File: src/rtl/arb_pkg.sv
// arb_pkg: types shared by the 3-way arbiter and the burst engine.
// Requester count, engine FSM states and grant decode helpers.
package arb_pkg;

  localparam int NUM_REQ = 3;
  localparam int SRC_W   = 2;

  typedef enum logic [1:0] {
    IDLE,
    LOAD,
    XFER,
    RELEASE
  } state_t;

  function automatic logic grant_ok(
    input logic [NUM_REQ-1:0] v
  );
    return $onehot(v);
  endfunction

  function automatic logic [SRC_W-1:0] grant_idx(
    input logic [NUM_REQ-1:0] v
  );
    logic [SRC_W-1:0] r;
    r = '0;
    for (int i = 0; i < NUM_REQ; i++)
      if (v[i]) r = SRC_W'(i);
    return r;
  endfunction

endpackage

File: src/rtl/beat_counter.sv
// beat_counter: beats remaining in the current burst.
// Loads the burst length, counts down per accepted beat.
module beat_counter #(
  parameter int LEN_W = 4
) (
  input  logic             clk,
  input  logic             reset,
  input  logic             load,
  input  logic [LEN_W-1:0] load_val,
  input  logic             decrement,
  output logic             is_last
);

  logic [LEN_W-1:0] beat_cnt;

  // load wins over decrement; never wraps below zero
  always_ff @(posedge clk or posedge reset) begin
    if (reset)
      beat_cnt <= '0;
    else if (load)
      beat_cnt <= load_val;
    else if (decrement && beat_cnt != '0)
      beat_cnt <= beat_cnt - LEN_W'(1);
  end

  assign is_last = (beat_cnt == LEN_W'(1));

endmodule

File: src/rtl/burst_xfer_engine.sv
// burst_xfer_engine: moves a granted requester's burst to the sink.
// Registered beat output, per-beat pull from the source, abort on lost grant.
module burst_xfer_engine
  import arb_pkg::*;
#(
  parameter int DATA_W = 8,
  parameter int LEN_W  = 4
) (
  input  logic                           clk,
  input  logic                           reset,
  input  logic [NUM_REQ-1:0]             g,
  input  logic [NUM_REQ-1:0][DATA_W-1:0] req_data,
  input  logic [NUM_REQ-1:0][LEN_W-1:0]  req_len,
  output logic [NUM_REQ-1:0]             rd_en,
  output logic                           out_valid,
  output logic [DATA_W-1:0]              out_data,
  output logic [SRC_W-1:0]               out_src,
  output logic                           out_last,
  input  logic                           out_ready,
  output logic [NUM_REQ-1:0]             done,
  output logic                           err
);

  state_t              state, state_nx;
  logic [SRC_W-1:0]    src, src_nx;
  logic [NUM_REQ-1:0]  src_hot;
  logic                g_src;
  logic                hs;
  logic [DATA_W-1:0]   data_nx;
  logic                valid_nx;
  logic [NUM_REQ-1:0]  done_nx;
  logic                err_nx;
  logic                cnt_load;
  logic                cnt_dec;
  logic [LEN_W-1:0]    cnt_val;
  logic                is_last;

  assign src_hot = NUM_REQ'(1) << src;
  assign g_src   = |(g & src_hot);
  assign hs      = out_valid & out_ready;
  assign cnt_val = (req_len[src] == '0) ? LEN_W'(1)
                                        : req_len[src];

  beat_counter #(
    .LEN_W(LEN_W)
  ) u_cnt (
    .clk      (clk),
    .reset    (reset),
    .load     (cnt_load),
    .load_val (cnt_val),
    .decrement(cnt_dec),
    .is_last  (is_last)
  );

  // next state, next beat register values and per-cycle pulses
  always_comb begin
    state_nx = state;
    src_nx   = src;
    data_nx  = out_data;
    valid_nx = out_valid;
    done_nx  = '0;
    err_nx   = 1'b0;
    rd_en    = '0;
    cnt_load = 1'b0;
    cnt_dec  = 1'b0;
    unique case (state)
      IDLE: begin
        if (grant_ok(g)) begin
          state_nx = LOAD;
          src_nx   = grant_idx(g);
        end else if (g != '0) begin
          err_nx = 1'b1;
        end
      end
      LOAD: begin
        if (!g_src) begin
          err_nx   = 1'b1;
          valid_nx = 1'b0;
          state_nx = IDLE;
        end else begin
          cnt_load = 1'b1;
          data_nx  = req_data[src];
          valid_nx = 1'b1;
          rd_en    = src_hot;
          state_nx = XFER;
        end
      end
      XFER: begin
        if (!g_src) begin
          err_nx   = 1'b1;
          valid_nx = 1'b0;
          state_nx = IDLE;
        end else if (hs) begin
          cnt_dec = 1'b1;
          if (is_last) begin
            valid_nx = 1'b0;
            done_nx  = src_hot;
            state_nx = RELEASE;
          end else begin
            data_nx = req_data[src];
            rd_en   = src_hot;
          end
        end
      end
      RELEASE: begin
        if (g == '0)
          state_nx = IDLE;
      end
      default: state_nx = IDLE;
    endcase
  end

  // state, source and registered sink-side outputs
  always_ff @(posedge clk or posedge reset) begin
    if (reset) begin
      state     <= IDLE;
      src       <= '0;
      out_valid <= 1'b0;
      out_data  <= '0;
      done      <= '0;
      err       <= 1'b0;
    end else begin
      state     <= state_nx;
      src       <= src_nx;
      out_valid <= valid_nx;
      out_data  <= data_nx;
      done      <= done_nx;
      err       <= err_nx;
    end
  end

  assign out_src  = src;
  assign out_last = out_valid & is_last;

endmodule

File: config.mk
export PLATFORM = sky130hd
export DESIGN_NAME = burst_xfer_engine
export DESIGN_NICKNAME = d
export VERILOG_FILES = /design/src/rtl/arb_pkg.sv /design/src/rtl/beat_counter.sv /design/src/rtl/burst_xfer_engine.sv
export SDC_FILE = /design/constraint.sdc
export NUM_CORES = 1
export LEC_CHECK = 0
export ABC_AREA = 1
export CORE_UTILIZATION = 47
export DETAILED_ROUTE_END_ITERATION = 6
export PLACE_DENSITY = 0.9
export SLEW_MARGIN = 20
export SYNTH_ARGS = -nofsm -noshare
export SYNTH_HDL_FRONTEND = slang
export SYNTH_SLANG_ARGS = --single-unit
File: constraint.sdc
create_clock -name clk -period 3.2 [get_ports clk]
set_clock_uncertainty 0.2 [all_clocks]
set_input_delay 0.48 -clock clk [delete_from_list [all_inputs] [get_ports clk]]
set_output_delay 0.48 -clock clk [all_outputs]
set_load 0.03 [all_outputs]
==> run summary, run 1 <==
First DRT Iteration DRCs: 55
Crit-path cells: clkdlybuf4s50_1 > nand3_4 > nand3_4 > nand2_4 > o21ai_2 > nand2_2 > nor2_1 > dlymetal6s2s_1
Number of diodes: 0
Crit path kind: primary input to output pin
Clock sinks: 21
Crit path buf inv count: 2
Clk_lat worst skew: 0.31 ns
Tcrit/Tclk final: 0.859
Core Util, Final: 0.731
Crit. End Element: output pin
Max-Cap Viols: 0
Pwr per Cell Area: 873 mW/mm^2
Synth top area share: 0.340
Cts bufs inserted: 3
Crit path DAT: 2.07 ns
FP Rows: 20
Final Max Slew Viols: 0
# IOs: 61
Hold Buf Count CTS: 0
Synth area leaders: dfrtp_1 34%, nand2_1 20%, ha_1 6.5%
Crit path max-delay cell type: clkdlybuf4s50_1
Sequential power share: 0.253
P_sw: 1.02 mW
Comb pwr share: 0.678
Die extent in x: 59.3 um
Worst hold-check path type: register to register
Clock transition at the registers of the reported paths: 0.13 ns
Largest vdd supply drop: 0.000615 V
Synthesized Nets: 261
Critical path peak fanout: 5
Largest net degree at the start of global routing: 22
Startpoint Class: primary input
Post-Syn Area: 0.00155 sq mm
GRT overflow: 0
Final-stage net count: 329
WP data required: 2.52 ns
Final TNS setup: 0 ns
Avg Cell Area, Syn: 7.36 sq um
Multi-input logic area: 923 sq um
Ratio of cells with drive above 1 in the final layout: 0.119
Sequential cell area: 527 sq um
Port Buffers: 60
Iteration count of the initial detailed-routing pass: 4
Area grow syn2layout: 45.7%
DP Area: 0.00222 sq mm
Fmax: 0.364 GHz
Finished layout cell area: 0.00225 sq mm
Clock Power Share: 0.069
GPL Wtd Cong: 0.874
Initial antenna violation count: 0
Slowest Stage Delay on Critical Path: 0.59 ns
Final wirelength: 4.03 mm
Cell variety after synth: 29
Period minus WS final: 2.75 ns
Clock root cell: clkbuf_4
Core area: 0.00308 sq mm
Starting density of the core: 0.502
CTS max path bufs: 2
CP top delay family: buffers and inverters
Final setup vio count: 0
DRC violations left: 0
DR vias/cell: 4.92
CTS HTree Levels: 1
HPWL Detailed: 3.20 mm
Post-DRT Antenna Nets: 0
RSZ-0062 raised after global routing: false
TritonCTS clock tree: built
Synth Warn #: 0
Leak: 1.15 nW
Hold Fails Final Rpt: 0
Area leader, netlist: dfrtp_1
Slew @ Worst Pin: 0.810 ns
Die Y: 59.3 um
First-pass GRT wire length: 6.84 mm
Filler Cells Inserted: 267
Sw Ratio: 0.521
Cells after synthesis: 210
Wire per inst: 12.5 um
FF+latch count, synth: 21
Slew margin rel.: 0.459
DIE AREA: 0.00352 sq mm
Status: finished, final reports clean
Cell mode on critical path: nand3_4
Int Pwr: 0.941 mW
Tot GR Track Use: 0.260
Via count: 1579
Register area share after synthesis: 0.340
Number of global-route vias before repair: 1547
==> path summary, 6_finish.rpt <==
| path | slack (ns) | cells past startpoint | end | startpoint |
|---|---|---|---|---|
| min in group asynchronous | 0.41 | 2 | u_cnt.beat_cnt[2]$_DFFE_PP0P_ | reset |
| setup / recovery | 0.45 | 8 | rd_en[0] | g[2] |
| hold reg to reg | 0.30 | 2 | out_data[0]$_DFFE_PP0P_ | out_data[0]$_DFFE_PP0P_ |
| max in group asynchronous | 1.84 | 2 | out_src[0]$_DFFE_PP0P_ | reset |
| hold / removal | 0.30 | 2 | out_data[0]$_DFFE_PP0P_ | out_data[0]$_DFFE_PP0P_ |
| setup reg to reg | 1.24 | 9 | out_data[1]$_DFFE_PP0P_ | out_src[1]$_DFFE_PP0P_ |
==> area by class of cell <==
type                       instances  share of cell area
tap                               44              0.0245
timing repair buffer              65               0.287
clock buffer                       4              0.0117
sequential                        21               0.234
multi-input combinational        168               0.410
inverter                          19              0.0328
==> Yosys cell counts <==
cell      count
o21ai_2       2
dfrtp_1      21
ha_1          8
nand3_2       2
nand3_1      19
nor2_1       17
nand2_1      84
nor2_4        1
nor2_8        1
o21ai_1       3
inv_2         2
buf_6         2
xnor2_1       1
fa_1          1
inv_1        16
a21boi_2      1
nand2_4       4
nor2_2        4
nand2_2       3
a22o_1        1
nand3b_1      1
o21ai_0       2
o31ai_1       1
inv_4         1
xor2_1        1
nand3_4       3
a21oi_1       4
nor3_1        3
nand4_1       1
==> state kept, by name, summed over array words and instances (netlist names) <==
register,count
out_src,2
u_cnt.beat_cnt,4
state,2
done,3
err,1
out_valid,1
out_data,8
==> per-layer routing <==
layer,vias to the layer above,global-route usage,routed length [um]
met5,-,0,0
met4,0,0.0986,59
met3,7,0.0328,223
met1,721,0.349,1810
met2,52,0.425,1930
li1,799,-,-
==> power by group through the flow <==
stage / logic (mW) / clock network, mW / registers (mW)
after floorplan: 0.823 / 0 / 0.586
after global placement: 1.30 / 0 / 0.493
after detailed placement: 1.33 / 0 / 0.501
after CTS: 1.34 / 0.132 / 0.495
after global routing: 1.49 / 0.149 / 0.515
final: 1.33 / 0.136 / 0.497
==> worst reg2reg max path, cell delays in order, from the launching register on <==
cell,delay (ns)
dfrtp_1,0.66
inv_2,0.18
nand3_4,0.11
nand3_4,0.13
buf_4,0.18
nor2_2,0.09
nor2_2,0.04
nand2_2,0.16
nand2_1,0.08
nand2_1,0.07
==> metrics by stage <==
stage	setup slack [ns]	instances	power, mW	hold slack (ns)
after floorplan	0.820	210	1.41	0.257
final	0.452	321	1.96	0.297
after detailed placement	0.0557	317	1.83	0.264
after CTS	0.0293	321	1.96	0.294
after global placement	0.175	317	1.79	0.262
after global routing	0.302	321	2.15	0.321
==> kinds of logic (layout without fill, tap and decap cells) <==
logic type	count (synthesis)	in the layout	synth area share
AO/OA/AOI/OAI	14	14	0.0583
flip-flops	21	21	0.340
AND/OR/NAND/NOR	143	143	0.450
adder cells (fa/ha/maj)	9	9	0.0777
XOR/XNOR	2	2	0.0113
buffers and inverters	21	88	0.0624
==> layout by cell type, fill, tap and decap left out, types with 2 or more instances in the layout <==
cell type,Yosys,layout
inv_1,16,16
nand3_1,19,19
ha_1,8,8
nor3_1,3,3
nand2_2,3,3
nand2_1,84,84
nor2_1,17,17
o21ai_0,2,2
clkbuf_4,0,3
nand3_4,3,3
dfrtp_1,21,20
o21ai_2,2,2
a21oi_1,4,4
nand2_4,4,4
clkdlybuf4s50_1,0,57
nor2_2,4,4
dlymetal6s2s_1,0,3
nand3_2,2,2
inv_2,2,2
o21ai_1,3,3
buf_4,0,5
==> repair_timing <==
action	CTS	global route
hold endpoints to repair	0	0
buffers inserted	0	0
resized for setup	0	4
endpoints found under the setup margin	0	3
No activity file was read; power rests on OpenSTA's default activity.
==> run 2: changes to the inputs <==
Settings changed: GPL_TIMING_DRIVEN set to 0.
==> run 2 against run 1 <==
Against the previous run: wire length decreased by 6.9%; clock power about the same; flip-flop and latch count unchanged; register-to-register slack improved by 0.06 ns; worst hold slack got worse by 0.0077 ns; via count decreased by 2.5%; highest routed layer unchanged.
==> run summary, run 2 (synthesis gave the netlist of run 1 again) <==
Largest net degree at the start of global routing: 22
Clk_lat worst skew: 0.31 ns
Clock sinks: 21
Final wirelength: 3.75 mm
Crit path max-delay cell type: clkdlybuf4s50_1
Commonest non-fill, non-tap cell in the layout: nand2_1
Cell mode on critical path: nand3_4
Hold Buf Count CTS: 0
WP data required: 2.52 ns
Port Buffers: 60
TritonCTS clock tree: built
Tot GR Track Use: 0.236
HPWL Detailed: 3.02 mm
Starting density of the core: 0.502
Met2 usage: 0.419
GR Util met3: 0.0524
Crit path kind: primary input to output pin
Clock transition at the registers of the reported paths: 0.12 ns
Clock root cell: clkbuf_4
DRC violations left: 0
Iteration count of the initial detailed-routing pass: 4
Final setup vio count: 0
RSZ-0062 raised after global routing: false
Pwr per Cell Area: 862 mW/mm^2
Fmax: 0.366 GHz
Final TNS setup: 0 ns
Worst hold-check path type: register to register
GPL Wtd Cong: 0.853
Total power: 1.93 mW
Slowest Stage Delay on Critical Path: 0.61 ns
GRT overflow: 0
Filler Cells Inserted: 258
CTS max path bufs: 2
Die Y: 59.3 um
Core area: 0.00308 sq mm
FP Rows: 20
Met1 usage: 0.278
Max-Cap Viols: 0
Biggest registers after layout: out_data x8, u_cnt.beat_cnt x4, done x3
Wire per inst: 11.8 um
Post-route setup slack: 0.470 ns
Pre-CTS WS: 0.0902 ns
Core Util, Final: 0.726
# IOs: 61
CTS HTree Levels: 1
Cts bufs inserted: 3
GRT busiest layer: met2
Initial antenna violation count: 0
DR vias/cell: 4.84
Post-DRT Antenna Nets: 0
Leak: 1.14 nW
Largest Register: out_data
Tcrit/Tclk final: 0.853
Number of global-route vias before repair: 1457
Final-stage net count: 326
Crit-path cells: clkdlybuf4s50_1 > nand3_4 > nand3_4 > nand2_4 > o21ai_2 > nand2_2 > nor2_1 > dlymetal6s2s_1
DIE AREA: 0.00352 sq mm
Postcts setup bufs: 0
Period minus WS final: 2.73 ns
Crit path DAT: 2.05 ns
Max reg flops: 8
Startpoint Class: primary input
Slew margin rel.: 0.460
Most frequent cells in the layout: 84 x nand2_1, 57 x clkdlybuf4s50_1, 21 x dfrtp_1
Hold Fails Final Rpt: 0
Die extent in x: 59.3 um
Largest vdd supply drop: 0.000451 V
Number of diodes: 0
Area grow syn2layout: 44.7%
Via count: 1539
Slew @ Worst Pin: 0.809 ns
Ratio of cells with drive above 1 in the final layout: 0.109
First-pass GRT wire length: 6.23 mm
Final Max Slew Viols: 0
Critical path peak fanout: 8
Sequential cell area: 526 sq um
First DRT Iteration DRCs: 42
Multi-input logic area: 923 sq um
Status: finished, final reports clean
Crit. End Element: output pin
==> run 2: worst paths after layout <==
check | from | to | slack [ns] | depth (start not counted)
worst max register to register | state[0]$_DFFE_PP0P_ | out_data[1]$_DFFE_PP0P_ | 1.30 | 8
worst max-delay path | g[1] | rd_en[0] | 0.47 | 8
min in group asynchronous | reset | u_cnt.beat_cnt[0]$_DFFE_PP0P_ | 0.40 | 2
max in group asynchronous | reset | out_data[1]$_DFFE_PP0P_ | 1.89 | 2
worst min-delay path | out_data[0]$_DFFE_PP0P_ | out_data[0]$_DFFE_PP0P_ | 0.29 | 2
worst min register to register | out_data[0]$_DFFE_PP0P_ | out_data[0]$_DFFE_PP0P_ | 0.29 | 2
==> run 2: final cells by class <==
| class | instances | share of cell area |
|---|---|---|
| Multi-Input combinational cell | 168 | 0.413 |
| Timing Repair Buffer | 60 | 0.272 |
| Buffer | 2 | 0.0101 |
| Clock buffer | 3 | 0.0101 |
| Tap cell | 44 | 0.0246 |
| Clock inverter | 1 | 0.00224 |
| Sequential cell | 21 | 0.235 |
| Inverter | 19 | 0.0330 |
==> run 2: stage by stage <==
step                area, sq um  instances  hold slack [ns]
floorplan                  1550        210            0.257
global placement           2200        314            0.261
detailed placement         2200        314            0.265
CTS                        2230        318            0.296
global route               2240        318            0.307
finish                     2240        318            0.289
==> run 2: critical path, delay by kind of cell <==
kind,cells,cell delay [ns]
AOI/OAI and AO/OA,1,0.13
buffers and inverters,2,0.91
and+or+nand+nor,5,0.52
==> run 2: timing repair <==
action / in CTS / in global routing
endpoints found under the hold margin: 0 / 0
endpoints found under the setup margin: 0 / 3
gates resized for setup: 0 / 3
==> run 2: report_power, final <==
group / total [mW] / switching, mW / internal, mW
Clock: 0.133 / 0.0860 / 0.0467
Combinational: 1.34 / 0.835 / 0.507
Sequential: 0.454 / 0.0777 / 0.376
==> run 2: routing by layer <==
metal | part of all wire | up-vias | wire [um]
met5 | 0 | - | 0
met4 | 0.019 | 0 | 73
met3 | 0.059 | 8 | 222
met2 | 0.49 | 39 | 1830
met1 | 0.43 | 701 | 1620
li1 | - | 791 | -
==> run 3: changes to the inputs <==
Settings changed: HOLD_SLACK_MARGIN set to 0.08.
==> results of run 3 <==
No change in the layout: final DEF, timing and power equal those of run 2.
